===== config.mk =====
export PLATFORM = sky130hd
export DESIGN_NAME = i2s_receiver
export DESIGN_NICKNAME = d
export VERILOG_FILES = /design/src/rtl/i2s_pkg.sv /design/src/rtl/i2s_edge_sync.sv /design/src/rtl/i2s_receiver.sv
export SDC_FILE = /design/constraint.sdc
export NUM_CORES = 1
export LEC_CHECK = 0
export CAP_MARGIN = 10
export CORE_MARGIN = 4
export CORE_UTILIZATION = 40
export CTS_CLUSTER_SIZE = 16
export DETAILED_ROUTE_END_ITERATION = 10
export MAX_ROUTING_LAYER = met4
export REMOVE_ABC_BUFFERS = 1
export SLEW_MARGIN = 40
export SYNTH_ARGS = -nofsm -noshare
export SYNTH_HDL_FRONTEND = slang
export SYNTH_SLANG_ARGS = --single-unit

===== constraint.sdc =====
create_clock -name clk_i -period 3.17 [get_ports clk_i]
set_clock_uncertainty 0.05 [all_clocks]
set_input_delay 0.4755 -clock clk_i [delete_from_list [all_inputs] [get_ports clk_i]]
set_output_delay 0.4755 -clock clk_i [all_outputs]
set_load 0.05 [all_outputs]

===== src/rtl/i2s_pkg.sv =====
// Shared I2S constants and types for the codec link.
package i2s_pkg;

    localparam int AUDIO_WORD_LEN  = 24;
    localparam int AUDIO_FRAME_LEN = 64;
    localparam int CLK_DIVISION    = 14;

    typedef logic [AUDIO_WORD_LEN-1:0] audio_word_t;

    typedef enum logic {
        LEFT  = 1'b0,
        RIGHT = 1'b1
    } i2s_chan_e;

    typedef enum logic [1:0] {
        IDLE    = 2'd0,
        CAPTURE = 2'd1,
        DONE    = 2'd2
    } i2s_rx_state_e;

endpackage


===== src/rtl/i2s_edge_sync.sv =====
// N-stage synchronizer for an asynchronous input, with the previous synced
// value kept so rising/falling edges can be detected in the clk_i domain.
module i2s_edge_sync
    import i2s_pkg::*;
#(
    parameter int STAGES = 2
) (
    input  logic clk_i,
    input  logic rst_ni,
    input  logic d_i,
    output logic q_o,
    output logic rise_o,
    output logic fall_o
);

    logic [STAGES-1:0] sync_q, sync_d;
    logic              prev_q, prev_d;

    always_comb begin
        sync_d = {sync_q[STAGES-2:0], d_i};
        prev_d = sync_q[STAGES-1];
    end

    always_ff @(posedge clk_i or negedge rst_ni) begin
        if (!rst_ni) begin
            sync_q <= '0;
            prev_q <= 1'b0;
        end else begin
            sync_q <= sync_d;
            prev_q <= prev_d;
        end
    end

    assign q_o    = sync_q[STAGES-1];
    assign rise_o = q_o & ~prev_q;
    assign fall_o = ~q_o & prev_q;

endmodule


===== src/rtl/i2s_receiver.sv =====
// I2S slave receiver: oversamples BCLK/LRCLK/SD on clk_i and recovers
// MSB-first channel words, plus a registered left/right pair.
//   state   | meaning
//   IDLE    | disabled or waiting for the first LRCLK edge
//   CAPTURE | shifting in data bits of the current slot
//   DONE    | word delivered, ignoring padding until the next LRCLK edge
module i2s_receiver
    import i2s_pkg::*;
#(
    parameter int RX_AUDIO_WORD_LEN  = AUDIO_WORD_LEN,
    parameter int RX_AUDIO_FRAME_LEN = AUDIO_FRAME_LEN,
    parameter int RX_SYNC_STAGES     = 2
) (
    input  logic                         clk_i,
    input  logic                         rst_ni,
    input  logic                         enable_i,
    input  logic                         audio_bclk_i,
    input  logic                         audio_lrclk_i,
    input  logic                         audio_data_i,
    output logic [RX_AUDIO_WORD_LEN-1:0] data_o,
    output logic                         chan_o,
    output logic                         valid_o,
    output logic [RX_AUDIO_WORD_LEN-1:0] left_o,
    output logic [RX_AUDIO_WORD_LEN-1:0] right_o,
    output logic                         pair_valid_o,
    output logic                         slot_err_o
);

    localparam int WL       = RX_AUDIO_WORD_LEN;
    localparam int SLOT_LEN = RX_AUDIO_FRAME_LEN / 2;
    localparam int CNT_W    = $clog2(WL + 1);
    localparam logic [CNT_W-1:0] WORD_CNT = CNT_W'(WL);

    if (SLOT_LEN < WL) begin : g_bad_frame
        $error("i2s_receiver: half frame shorter than word length");
    end
    if (RX_SYNC_STAGES < 2) begin : g_bad_sync
        $error("i2s_receiver: at least two synchronizer stages needed");
    end

    logic bclk_rise;
    logic bclk_unused_q, bclk_unused_fall;
    logic lrclk_s, lrclk_unused_rise, lrclk_unused_fall;
    logic sd_s, sd_unused_rise, sd_unused_fall;

    i2s_edge_sync #(.STAGES(RX_SYNC_STAGES)) u_sync_bclk (
        .clk_i (clk_i), .rst_ni(rst_ni), .d_i(audio_bclk_i),
        .q_o   (bclk_unused_q), .rise_o(bclk_rise), .fall_o(bclk_unused_fall)
    );
    i2s_edge_sync #(.STAGES(RX_SYNC_STAGES)) u_sync_lrclk (
        .clk_i (clk_i), .rst_ni(rst_ni), .d_i(audio_lrclk_i),
        .q_o   (lrclk_s), .rise_o(lrclk_unused_rise), .fall_o(lrclk_unused_fall)
    );
    i2s_edge_sync #(.STAGES(RX_SYNC_STAGES)) u_sync_sd (
        .clk_i (clk_i), .rst_ni(rst_ni), .d_i(audio_data_i),
        .q_o   (sd_s), .rise_o(sd_unused_rise), .fall_o(sd_unused_fall)
    );

    i2s_rx_state_e   state_q, state_d;
    logic [CNT_W-1:0] bit_cnt_q, bit_cnt_d;
    i2s_chan_e       cur_chan_q, cur_chan_d;
    logic [WL-1:0]   shift_q, shift_d;
    logic            ws_prev_q, ws_prev_d;
    logic [WL-1:0]   data_q, data_d;
    logic            chan_q, chan_d;
    logic            valid_q, valid_d;
    logic [WL-1:0]   hold_q, hold_d;
    logic            left_ok_q, left_ok_d;
    logic [WL-1:0]   left_q, left_d;
    logic [WL-1:0]   right_q, right_d;
    logic            pair_valid_q, pair_valid_d;
    logic            slot_err_q, slot_err_d;
    logic            ws_edge;

    // The rise that carries an LRCLK change holds the previous slot's
    // padding bit, so it only restarts the slot and never shifts data.
    assign ws_edge = bclk_rise && (lrclk_s != ws_prev_q);

    always_comb begin
        state_d      = state_q;
        bit_cnt_d    = bit_cnt_q;
        cur_chan_d   = cur_chan_q;
        shift_d      = shift_q;
        ws_prev_d    = ws_prev_q;
        data_d       = data_q;
        chan_d       = chan_q;
        valid_d      = 1'b0;
        hold_d       = hold_q;
        left_ok_d    = left_ok_q;
        left_d       = left_q;
        right_d      = right_q;
        pair_valid_d = 1'b0;
        slot_err_d   = 1'b0;

        if (bclk_rise) begin
            ws_prev_d = lrclk_s;
        end

        if (!enable_i) begin
            state_d   = IDLE;
            left_ok_d = 1'b0;
        end else begin
            case (state_q)
                IDLE: begin
                    if (ws_edge) begin
                        bit_cnt_d  = '0;
                        cur_chan_d = i2s_chan_e'(lrclk_s);
                        state_d    = CAPTURE;
                    end
                end
                CAPTURE: begin
                    if (ws_edge) begin
                        if (bit_cnt_q < WORD_CNT) begin
                            slot_err_d = 1'b1;
                            left_ok_d  = 1'b0;
                        end
                        bit_cnt_d  = '0;
                        cur_chan_d = i2s_chan_e'(lrclk_s);
                    end else if (bit_cnt_q == WORD_CNT) begin
                        data_d  = shift_q;
                        chan_d  = cur_chan_q;
                        valid_d = 1'b1;
                        state_d = DONE;
                        if (cur_chan_q == LEFT) begin
                            hold_d    = shift_q;
                            left_ok_d = 1'b1;
                        end else if (left_ok_q) begin
                            left_d       = hold_q;
                            right_d      = shift_q;
                            pair_valid_d = 1'b1;
                            left_ok_d    = 1'b0;
                        end
                    end else if (bclk_rise) begin
                        shift_d   = {shift_q[WL-2:0], sd_s};
                        bit_cnt_d = bit_cnt_q + 1'b1;
                    end
                end
                DONE: begin
                    if (ws_edge) begin
                        bit_cnt_d  = '0;
                        cur_chan_d = i2s_chan_e'(lrclk_s);
                        state_d    = CAPTURE;
                    end
                end
                default: state_d = IDLE;
            endcase
        end
    end

    always_ff @(posedge clk_i or negedge rst_ni) begin
        if (!rst_ni) begin
            state_q      <= IDLE;
            bit_cnt_q    <= '0;
            cur_chan_q   <= LEFT;
            shift_q      <= '0;
            ws_prev_q    <= 1'b1;
            data_q       <= '0;
            chan_q       <= 1'b0;
            valid_q      <= 1'b0;
            hold_q       <= '0;
            left_ok_q    <= 1'b0;
            left_q       <= '0;
            right_q      <= '0;
            pair_valid_q <= 1'b0;
            slot_err_q   <= 1'b0;
        end else begin
            state_q      <= state_d;
            bit_cnt_q    <= bit_cnt_d;
            cur_chan_q   <= cur_chan_d;
            shift_q      <= shift_d;
            ws_prev_q    <= ws_prev_d;
            data_q       <= data_d;
            chan_q       <= chan_d;
            valid_q      <= valid_d;
            hold_q       <= hold_d;
            left_ok_q    <= left_ok_d;
            left_q       <= left_d;
            right_q      <= right_d;
            pair_valid_q <= pair_valid_d;
            slot_err_q   <= slot_err_d;
        end
    end

    assign data_o       = data_q;
    assign chan_o       = chan_q;
    assign valid_o      = valid_q;
    assign left_o       = left_q;
    assign right_o      = right_q;
    assign pair_valid_o = pair_valid_q;
    assign slot_err_o   = slot_err_q;

endmodule

# After elaboration in Yosys (flattened, before gate mapping)
# Cells that the tools add are included.
# word_totals
word_cells	81
in_bits	6
out_inout_bits	76
regBits	141
# op_classes
addsub	1
n_reduce_logical	13
bitwise_logic	5
order_cmp	1
eq_ne	13
muxes	30
# op_table
operator	count
2-to-1 mux 1 bit	20
2-to-1 mux 5 bit	4
AND reduction 5 bit	3
!= test 3 bit, second input constant	4
case mux 5 bit (2 select lines)	1
AND reduction 3 bit	3
2-to-1 mux 2 bit	4
!= test 3 x 2 -> 1 bit, second input constant	2
AND reduction 6 bit	1
adder 5 x 1 -> 5 bit, second input constant	1
equality test 5 bit, second input constant	1
less-than comparator 5 bit, second input constant	1
!= test 2 x 1 -> 1 bit, second input constant	2
NOT 1 bit	4
case mux 2 bit (2 select lines)	1
AND reduction 4 bit	1
!= test 3 x 1 -> 1 bit, second input constant	1
OR reduction 3 bit	1
equality test 2 x 1 -> 1 bit, second input constant	1
equality test 2 bit, second input constant	1
zero test 2 bit	1
nonzero test 2 bit	1
OR reduction 2 bit	1
AND 1 bit	1
other kinds (2)	2

# Logic depth before layout (Yosys ltp)
# Gate-level depths: netlist of the first run.
# depth
ltp_word	6
ltp_mapped	9

# Modules after synthesis
# From an unflattened synthesis of the first run, not the netlist that was laid out.
# hier_totals
hier_cells	330
area_unflattened_um2	5425.2
# modules_own_cells
module	seq_area_each_um2	n_inst	area_each_um2	cells_per_inst
i2s_receiver	3354.5	1	5154.9	315
i2s_edge_sync	75.1	3	90.1	5

# Worst setup path after synthesis of the first run
# No wires, ideal clock.
# synth_timing
kind	register -> register
from	register bit_cnt_q[0]
to	register left_q[10], in the netlist left_o[10]
required_ns	2.993
t_arrival_ns	1.881
setup_slack_ns	1.112
setup_ns	0.127
path_stages_with_launch	10
path_cell_list	dfrtp_1 -> inv_1 -> ha_1 -> nand4b_4 -> a211o_1 -> buf_6 -> nor2_4 -> buf_6 -> buf_6 -> mux2_1
# synth_via
elab_chain_cells	2
# synth_rtl
element	line_no	text
start: declaration	i2s_receiver.sv:60	logic [CNT_W-1:0] bit_cnt_q, bit_cnt_d;
start signal: assignment	i2s_receiver.sv:168	bit_cnt_q <= bit_cnt_d;
equality test 5 bit	i2s_receiver.sv:119	end else if (bit_cnt_q == WORD_CNT) begin
AND reduction 6 bit (no line)	--	
end signal: assignment	i2s_receiver.sv:177	left_q <= left_d;
end: declaration	i2s_receiver.sv:69	logic [WL-1:0] left_q, left_d;
# No other way between the ends.
# A chain may end at the register's enable or synchronous reset.

# Worst setup path after layout of the first run
# layout_timing
from	register bit_cnt_q[0]
to	register right_q[20], in the netlist right_o[20]
# layout_via
elab_chain_cells	2
# layout_rtl
element	line_no	text
equality test 5 bit	i2s_receiver.sv:119	
AND reduction 6 bit (no line)	--	
end signal: assignment	i2s_receiver.sv:178	right_q <= right_d;
end: declaration	i2s_receiver.sv:70	logic [WL-1:0] right_q, right_d;
# No other way between the ends.

==> summary.md, run 1 <==
| Metric | Value |
|---|---|
| WHS | 297 ps |
| Yosys top cell by area | dfrtp_1 |
| Status | completed |
| Initial Util | 40.7% |
| CTS tree | done |
| Worst-Skew Late Latency | 410 ps |
| Power Density | 626 nW/um2 |
| Vias per inst | 4.91 |
| Fin crit share | 72.1% |
| Synth async-reset ratio | 100% |
| List of most frequent post-synthesis cells | dfrtp_1, mux2_2, mux2_1 |
| # DRC | 0 |
| Worst slew margin | 61.1% |
| Clk sinks | 141 |
| Final WL | 10.1 mm |
| #FFs+latches synth | 141 |
| Cell area after placement | 6390 um2 |
| Total GRT Usage | 14.8% |
| Tightest Pin Transition | 579 ps |
| Synth Flop Type | dfrtp_1 |
| Setup_tns | 0 ps |
| Worst path arrival time | 2530 ps |
| Number of max-cap violations | 0 |
| Port bufs | 81 |
| Switching pwr | 0.897 mW |
| DP HPWL | 6.40 mm |
| Post-layout nets | 435 |
| Mapped cell area | 5400 um2 |
| Wire length of the first global-routing pass | 16.6 mm |
| Yosys warning count | 0 |
| Via count | 3023 |
| DR WL/cell | 16.5 um |
| Layout overhead on the synthesized area | 31.7% |
| Final setup fails | 0 |
| Filler cell count | 1127 |
| Sw frac | 20.2% |
| Site Rows | 42 |
| CP Launch Type | register |
| Combinational cell fraction of total power | 3.9% |
| Post-synth top area share | 64.9% |
| Sequential area share after synthesis | 65.4% |
| Ant diodes | 0 |
| Grt total ovfl | 0 |
| Drt first pass iters | 6 |
| IO Pins | 82 |
| Part of the power in registers | 43.5% |
| Pin count of the biggest net entering global routing | 87 |
| Antenna viol nets, final | 0 |
| CTS Buf Count | 17 |
| Worst Path Max Fanout | 25 |
| Initial antenna violation count | 0 |
| Internal | 3.55 mW |
| Final GP Congestion | 0.790 |
| Clock Tree Buf Depth | 2 |
| Die ar. | 15400 um2 |
| RSZ-0062 raised after global routing | no |
| Crit end category | register |
| Clk root buf | clkbuf_16 |
| Yosys cell types | 41 |
| CTS clk-pin slew, worst paths | 60 ps |
| Setup Crit Path Kind | register to register |
| Placed cells | 583 |
| Vias in the first global route | 3217 |
| Min Tclk post-route | 2290 ps |
| Post-route cell area | 7100 um2 |
| Finished Core Util | 53.6% |
| Hold WC Path Type | register to register |
| Final non-filler cell total | 616 |
| Final Max Slew Viols | 0 |
| Cells after Synth | 333 |
| Post-synth EDFFs | 0 |
| Dominant cells by area after synthesis | dfrtp_1, mux2_2, mux2_1 |
| Core Area | 13200 um2 |
| Fmax | 0.438 GHz |
| First DRT Iteration DRCs | 122 |
| Fin. Hold Viols | 0 |
| H-tree depth | 4 |
| VDD IR max | 0.390 mV |
| Die height | 124 um |
| Pleak | 3.44 nW |
| Count leader, synth | dfrtp_1 |
| CP required | 3410 ps |
| Clock share of power | 52.5% |
| Syn Area/Cell | 16.2 um2 |
| Layout cells sized above 1 | 33.6% |
| Die X | 124 um |
| Post-CTS sizing | 0 |
-- power by group through the flow --
stage	sequential (mW)	combinational, mW	clock [mW]
3_5_place_dp	1.97	0.178	0
6_report	1.94	0.175	2.34
3_3_place_gp	1.97	0.170	0
5_1_grt	1.95	0.199	2.47
4_1_cts	1.94	0.181	2.38
2_1_floorplan	1.94	0.109	0
-- area by class of cell --
class	count	area, um2	area share [%]
clock buffers	20	467	6.57
flip-flops and latches	141	3530	49.7
multi-input cells	174	1750	24.6
well taps	176	220	3.10
inverters	4	15.0	0.211
repair buffers	89	887	12.5
clock inverters	12	238	3.35
-- metrics by stage --
stage | setup slack, ps | power [mW]
4_1_cts | 850 | 4.50
3_3_place_gp | 583 | 2.14
5_1_grt | 778 | 4.62
3_5_place_dp | 518 | 2.15
6_report | 884 | 4.45
2_1_floorplan | 328 | 2.05
-- timing repair --
item	CTS	global route
setup endpoints to repair	0	0
hold buffers	1	0
endpoints found under the hold margin	55	0
setup buffers	0	0
-- worst max-delay path, cell delays in order, from the launching register on --
cell	delay [ps]
dfrtp_1	390
inv_1	100
ha_1	210
nand4b_4	180
a211o_1	380
nor2_4	130
buf_4	350
mux2_2	380
-- sequential cells by signal, summed over array words and instances (netlist names) --
name,cells
data_o,24
hold_q,24
left_o,24
right_o,24
shift_q,24
bit_cnt_q,5
state_q,2
u_sync_bclk.sync_q,2
u_sync_lrclk.sync_q,2
u_sync_sd.sync_q,2
chan_o,1
cur_chan_q,1
left_ok_q,1
pair_valid_o,1
slot_err_o,1
u_sync_bclk.prev_q,1
valid_o,1
ws_prev_q,1
-- cell families (layout without fill, tap and decap cells) --
| kind of cell | Yosys count | count (layout) | share of synthesized area, % |
|---|---|---|---|
| flip-flops | 141 | 141 | 65.4 |
| AO/OA/AOI/OAI | 17 | 17 | 2.25 |
| buffers and inverters | 18 | 125 | 2.20 |
| multiplexers | 124 | 124 | 25.9 |
| adder cells (fa/ha/maj) | 2 | 2 | 0.464 |
| XOR/XNOR | 2 | 2 | 0.325 |
| AND/OR/NAND/NOR | 29 | 29 | 3.48 |
-- final timing paths --
| kind | from | to | slack, ps | cells after the start |
|---|---|---|---|---|
| min in group asynchronous | rst_ni | pair_valid_o | 540 | 2 |
| worst min-delay path | u_sync_bclk.sync_q[0] | u_sync_bclk.sync_q[1] | 300 | 0 |
| worst max-delay path | bit_cnt_q[0] | right_o[20] | 880 | 7 |
| worst max register to register | bit_cnt_q[0] | right_o[20] | 880 | 7 |
| max in group asynchronous | rst_ni | ws_prev_q | 1700 | 3 |
| worst min register to register | u_sync_bclk.sync_q[0] | u_sync_bclk.sync_q[1] | 300 | 0 |
-- placed cells by master (no fill, tap or decap), types with 2 or more instances in the layout --
| cell type | Yosys | routed |
|---|---|---|
| a22o_1 | 2 | 2 |
| o22ai_1 | 2 | 2 |
| clkbuf_16 | 0 | 17 |
| buf_4 | 4 | 6 |
| nor2_4 | 2 | 2 |
| a21oi_1 | 2 | 2 |
| nor3_1 | 4 | 4 |
| a21o_1 | 2 | 2 |
| and2_1 | 2 | 2 |
| ha_1 | 2 | 2 |
| clkdlybuf4s50_1 | 0 | 80 |
| clkbuf_8 | 0 | 3 |
| a21boi_0 | 2 | 2 |
| clkinv_2 | 0 | 4 |
| nor2_1 | 5 | 5 |
| dfrtp_1 | 140 | 140 |
| mux2_2 | 103 | 103 |
| inv_1 | 4 | 4 |
| bufinv_16 | 0 | 7 |
| nand2_1 | 6 | 6 |
| mux2_1 | 20 | 20 |
-- metal layers --
metal / vias to the layer above / track usage (%) / part of all wire, %
met5: - / - / 0
met1: 1559 / 18.5 / 46
met2: 79 / 21.3 / 46
li1: 1371 / - / -
met3: 14 / 5.90 / 6.4
met4: 0 / 6.43 / 1.4
Note: power is estimated with default switching activity, not from simulation.
==> inputs of run 2 (changes only) <==
==> constraint.sdc (replaced) <==
create_clock -name clk_i -period 2.26 [get_ports clk_i]
set_clock_uncertainty 0.05 [all_clocks]
set_input_delay 0.339 -clock clk_i [delete_from_list [all_inputs] [get_ports clk_i]]
set_output_delay 0.339 -clock clk_i [all_outputs]
set_load 0.05 [all_outputs]
==> run 2 against run 1 <==
Against the previous run: sequential share of layout area barely moved; critical endpoint is now right_o[4]; final cell count increased by 1.5%; total power grew 27%; via count grew 1.4%; sequential power is 40% higher; largest power group is now registers; core utilization about the same.
==> summary.md, run 2 (synthesis gave the netlist of run 1 again) <==
| Metric | Value |
|---|---|
| Status | completed (unchanged) |
| Crit end category | register (unchanged) |
| Worst path arrival time | 2320 ps (was 2530 ps) |
| First DRT Iteration DRCs | 146 (was 122) |
| Final GP Congestion | 0.836 (was 0.790) |
| Antenna viol nets, final | 0 (unchanged) |
| Pin count of the biggest net entering global routing | 61 (was 87) |
| Reg2reg path depth | 7 (unchanged) |
| Hold WC Path Type | register to register (unchanged) |
| Post-CTS sizing | 0 (unchanged) |
| CP Launch Type | register (unchanged) |
| Final setup fails | 0 (unchanged) |
| Setup_tns | 0 ps (unchanged) |
| Core Area | 13200 um2 (unchanged) |
| Vias per inst | 4.91 (about the same) |
| CTS Buf Count | 17 (unchanged) |
| Hold_sp | u_sync_sd.sync_q[0] (was u_sync_bclk.sync_q[0]) |
| Setup Crit Path Kind | register to register (unchanged) |
| Die ar. | 15400 um2 (unchanged) |
| Worst Path Max Fanout | 23 (was 25) |
| Number of max-cap violations | 0 (unchanged) |
| Grt total ovfl | 0 (unchanged) |
| Final WS setup | 187 ps (was 884 ps) |
| Worst r2r src | bit_cnt_q[0] (unchanged) |
| DR WL/cell | 16.4 um (was 16.5 um) |
| Post-CTS Setup Inserts | 0 (unchanged) |
| Worst slack at placement | -5.66 ps (was 518 ps) |
| Fin. Hold Viols | 0 (unchanged) |
| Initial Util | 40.7% (unchanged) |
| Fin crit share | 91.7% (was 72.1%) |
| Clk sinks | 141 (unchanged) |
| # DRC | 0 (unchanged) |
| DP HPWL | 6.64 mm (was 6.40 mm) |
| Clk root buf | clkbuf_16 (unchanged) |
| Wire length of the first global-routing pass | 17.2 mm (was 16.6 mm) |
| CTS tree | done (unchanged) |
| Tightest Pin Transition | 589 ps (was 579 ps) |
| CTS clk-pin slew, worst paths | 60 ps (about the same) |
| VDD IR max | 0.520 mV (was 0.390 mV) |
| Min Tclk post-route | 2070 ps (was 2290 ps) |
| R2R Path End | right_o[4] (was right_o[20]) |
| Final WL | 10.2 mm (was 10.1 mm) |
| Post-route cell area | 7110 um2 (was 7100 um2) |
| Cell area after placement | 6520 um2 (was 6390 um2) |
| RSZ-0062 raised after global routing | no (unchanged) |
| H-tree depth | 4 (unchanged) |
| Layout cells sized above 1 | 34.5% (was 33.6%) |
| Pleak | 3.43 nW (was 3.44 nW) |
| Power Density | 796 nW/um2 (was 626 nW/um2) |
| IO Pins | 82 (unchanged) |
| Reg-to-reg setup timing slack | 190 ps (was 880 ps) |
| Port bufs | 81 (unchanged) |
| Via count | 3066 (was 3023) |
| Initial antenna violation count | 0 (unchanged) |
| Commonest non-fill, non-tap cell in the layout | dfrtp_1 (unchanged) |
| Drt first pass iters | 4 (was 6) |
| Die height | 124 um (unchanged) |
| Die X | 124 um (unchanged) |
| Clock Tree Buf Depth | 2 (unchanged) |
| Final Max Slew Viols | 0 (unchanged) |
| Design Power | 5.66 mW (was 4.45 mW) |
| Finished Core Util | 53.7% (was 53.6%) |
| Most frequent cells in the layout | dfrtp_1, mux2_2, clkdlybuf4s50_1 (unchanged) |
| Fmax | 0.482 GHz (was 0.438 GHz) |
| Vias in the first global route | 3267 (was 3217) |
| Worst-Skew Late Latency | 410 ps (about the same) |
| CP required | 2500 ps (was 3410 ps) |
| Ant diodes | 0 (unchanged) |
| Hold Buf Count CTS | 1 (unchanged) |
| Total GRT Usage | 15.1% (was 14.8%) |
| Hold path cells | 0 (unchanged) |
| Layout overhead on the synthesized area | 31.7% (about the same) |
| Site Rows | 42 (unchanged) |
| Post-layout nets | 444 (was 435) |
| Worst slew margin | 60.6% (was 61.1%) |
| Hold EP | u_sync_sd.sync_q[1] (was u_sync_bclk.sync_q[1]) |
==> run 2: final cells by class <==
type | count | area (um2)
Clock buffer | 21 | 460
Fill cell | 1131 | 6140
Multi-Input combinational cell | 174 | 1750
Tap cell | 176 | 220
Clock inverter | 11 | 116
Timing Repair Buffer | 98 | 1020
Inverter | 4 | 15.0
Sequential cell | 141 | 3530
==> run 2: worst max-delay path by stage <==
stage | start | end | slack [ps] | depth (start not counted)
after CTS | bit_cnt_q[0] | right_o[4] | 160 | 7
final | bit_cnt_q[0] | right_o[4] | 190 | 7
after global routing | bit_cnt_q[0] | shift_q[23] | 40 | 7
after floorplan | bit_cnt_q[0] | left_o[0] | -580 | 6
after detailed placement | enable_i | left_o[0] | -6 | 6
after global placement | enable_i | right_o[5] | 20 | 6
==> run 2: routing by layer <==
metal  vias up  part of all wire, %  track usage (%)
li1       1392                    -                -
met5         -                    0                -
met2        75                   46             21.5
met3        13                  6.7             6.31
met4         0                  1.2             4.72
met1      1586                   46             19.7
==> run 2: stage by stage <==
stage                     hold WS [ps]  instances
after floorplan                  -6.59        319
final                              298        625
after global routing               315        625
after detailed placement           290        592
after global placement             286        592
after CTS                          297        625
==> run 2: power by group <==
| part | switching (mW) | total [mW] | internal (mW) |
|---|---|---|---|
| Combinational | 0.138 | 0.256 | 0.117 |
| Sequential | 0.106 | 2.72 | 2.61 |
| Clock | 1.01 | 2.69 | 1.67 |
==> run 2: critical path, stage by stage (launching register included) <==
cell and delay [ps]:
dfrtp_1 400, inv_1 100, ha_1 200, nand4b_4 110, a211o_1 340, nor2_4 190, buf_12 210, mux2_2 350
==> inputs of run 3 (changes only) <==
--- a/config.mk
+++ b/config.mk
@@ -7,10 +7,11 @@
 export LEC_CHECK = 0
 export CAP_MARGIN = 10
 export CORE_MARGIN = 4
-export CORE_UTILIZATION = 40
+export CORE_UTILIZATION = 53
 export CTS_CLUSTER_SIZE = 16
 export DETAILED_ROUTE_END_ITERATION = 10
 export MAX_ROUTING_LAYER = met4
+export PLACE_DENSITY = 0.79
 export REMOVE_ABC_BUFFERS = 1
 export SLEW_MARGIN = 40
 export SYNTH_ARGS = -nofsm -noshare
==> run 3 against run 2 <==
Against the previous run: clock power increased by 3%; wire length is 1.3% lower; sequential share of layout area up 0.31 points; fmax shrank 4.1%; via count grew 1.0%; die area down 23%; critical path depth did not move; critical path type unchanged; critical endpoint is now right_o[14].
==> summary.md, run 3 (synthesis gave the netlist of run 1 again) <==
| Metric | Value |
|---|---|
| Ant diodes | 0 (unchanged) |
| Clk root buf | clkbuf_8 (was clkbuf_16) |
| Layout cells sized above 1 | 34.1% (was 34.5%) |
| Initial antenna violation count | 0 (unchanged) |
| Storage element area | 3530 um2 (unchanged) |
| Antenna viol nets, final | 0 (unchanged) |
| Placed cells | 544 (was 592) |
| Commonest non-fill, non-tap cell in the layout | dfrtp_1 (unchanged) |
| Worst slack at placement | -53.2 ps (was -5.66 ps) |
| Final GP Congestion | 0.849 (was 0.836) |
| Die ar. | 11900 um2 (was 15400 um2) |
| CP Launch Type | register (unchanged) |
| Worst-Skew Late Latency | 510 ps (was 410 ps) |
| VDD IR max | 0.680 mV (was 0.520 mV) |
| Clock Tree Buf Depth | 2 (unchanged) |
| H-tree depth | 4 (unchanged) |
| End of the critical path | right_o[14] (was right_o[4]) |
| Status | completed (unchanged) |
| CTS Buf Count | 17 (unchanged) |
| Setup Crit Path Kind | register to register (unchanged) |
| Pleak | 3.42 nW (was 3.43 nW) |
| Tightest Pin Transition | 591 ps (was 589 ps) |
| Hold WC Path Type | input pin to register (was register to register) |
| First DRT Iteration DRCs | 110 (was 146) |
| Vias in the first global route | 3330 (was 3267) |
| Post-layout nets | 441 (was 444) |
| IO Pins | 82 (unchanged) |
| Die height | 109 um (was 124 um) |
| Multi-input gate area | 1760 um2 (was 1750 um2) |
| CTS tree | done (unchanged) |
| Wire length of the first global-routing pass | 16.5 mm (was 17.2 mm) |
| Crit path launch | bit_cnt_q[0] (unchanged) |
| Number of max-cap violations | 0 (unchanged) |
| Grt total ovfl | 0 (unchanged) |
| Initial Util | 54.7% (was 40.7%) |
| Clk sinks | 141 (unchanged) |
| Fmax | 0.463 GHz (was 0.482 GHz) |
| R2R Path End | right_o[14] (was right_o[4]) |
| Final WL | 10.1 mm (was 10.2 mm) |
| Pin count of the biggest net entering global routing | 50 (was 61) |
| Die X | 109 um (was 124 um) |
| Min Tclk post-route | 2160 ps (was 2070 ps) |
| Final Max Slew Viols | 0 (unchanged) |
| Reg-to-reg setup timing slack | 100 ps (was 190 ps) |
| Power Density | 814 nW/um2 (was 796 nW/um2) |
| Fin crit share | 95.6% (was 91.7%) |
| Crit end category | register (unchanged) |
| Port bufs | 81 (unchanged) |
| CP required | 2600 ps (was 2500 ps) |
| Worst Path Max Fanout | 9 (was 23) |
| Core Area | 9860 um2 (was 13200 um2) |
| Fin. Hold Viols | 0 (unchanged) |
| Reg2reg path depth | 7 (unchanged) |
| # DRC | 0 (unchanged) |
| Via count | 3097 (was 3066) |
| Hold path cells | 1 (was 0) |
| Final WS setup | 98.7 ps (was 187 ps) |
| Worst r2r src | bit_cnt_q[0] (unchanged) |
| Final non-filler cell total | 579 (was 625) |
| Final setup fails | 0 (unchanged) |
| Most frequent cells in the layout | dfrtp_1, mux2_2, clkdlybuf4s50_1 (unchanged) |
| Vias per inst | 5.35 (was 4.91) |
| Layout overhead on the synthesized area | 30.9% (was 31.7%) |
| RSZ-0062 raised after global routing | no (unchanged) |
| Worst slew margin | 60.3% (was 60.6%) |
| Site Rows | 36 (was 42) |
| DP HPWL | 6.38 mm (was 6.64 mm) |
| Worst path arrival time | 2500 ps (was 2320 ps) |
| CTS clk-pin slew, worst paths | 60 ps (about the same) |
| Total GRT Usage | 18.8% (was 15.1%) |
| DR WL/cell | 17.4 um (was 16.4 um) |
| Drt first pass iters | 4 (unchanged) |
| Filler cell count | 637 (was 1131) |
[run 3: changes by cell type in the layout (fill, tap and decap cells not counted), moves of 2 or more]
cell / change
buf_4: -3
clkbuf_8: +2
clkinv_4: +2
buf_12: -2
clkinv_2: -5
[run 3: worst min-delay path by stage]
| stage | start | endpoint | slack (ps) |
|---|---|---|---|
| 6_report | audio_lrclk_i | u_sync_lrclk.sync_q[0] | 220 |
| 4_1_cts | audio_lrclk_i | u_sync_lrclk.sync_q[0] | 200 |
| 3_5_place_dp | rst_ni | valid_o | 230 |
| 2_1_floorplan | rst_ni | bit_cnt_q[0] | -7 |
| 5_1_grt | audio_bclk_i | u_sync_bclk.sync_q[0] | 190 |
| 3_3_place_gp | rst_ni | valid_o | 220 |
[run 3: per-stage QoR]
stage | TNS [ps] | cell area [um2] | hold slack, ps | total power, mW | utilization, %
final | 0 | 7060 | 218 | 5.75 | 71.6
after global routing | 0 | 7060 | 194 | 5.98 | 71.6
after CTS | 0 | 7020 | 197 | 5.80 | 71.1
after detailed placement | -1170 | 6400 | 226 | 3.01 | 64.9
after global placement | -166 | 6400 | 219 | 2.99 | 64.9
after floorplan | -32440 | 5290 | -6.59 | 2.88 | -
[run 3: layout make-up]
cell class / count / share of cell area, %
Sequential cell: 141 / 50.0
Multi-Input combinational cell: 174 / 24.9
Timing Repair Buffer: 95 / 14.0
Clock buffer: 23 / 6.61
Tap cell: 133 / 2.36
Clock inverter: 9 / 1.95
Inverter: 4 / 0.213
[run 3: repair_timing]
action,4_1_cts,5_1_grt
hold buffers,1,0
setup endpoints to repair,0,31
resized for setup,0,2
buffers inserted,0,1
endpoints found under the hold margin,39,0
[run 3: critical path, stage by stage (launching register included)]
cell and delay [ps]:
dfrtp_1 400, inv_1 110, ha_1 220, nand4b_4 120
a211o_4 310, nor2_4 230, buf_4 240, mux2_2 350
[run 3: layer usage]
metal	track usage [%]	routed length, um	vias to the layer above
met1	23.6	4360	1623
met5	-	0	-
met4	6.58	116	0
li1	-	-	1385
met3	5.86	470	14
met2	29.2	5140	75
[run 3: report_power, final]
group	leakage, nW	internal [mW]	switching [mW]	total, mW
registers	1.94	2.61	0.109	2.72
clock network	0.281	1.77	1.00	2.78
logic	1.20	0.115	0.141	0.256
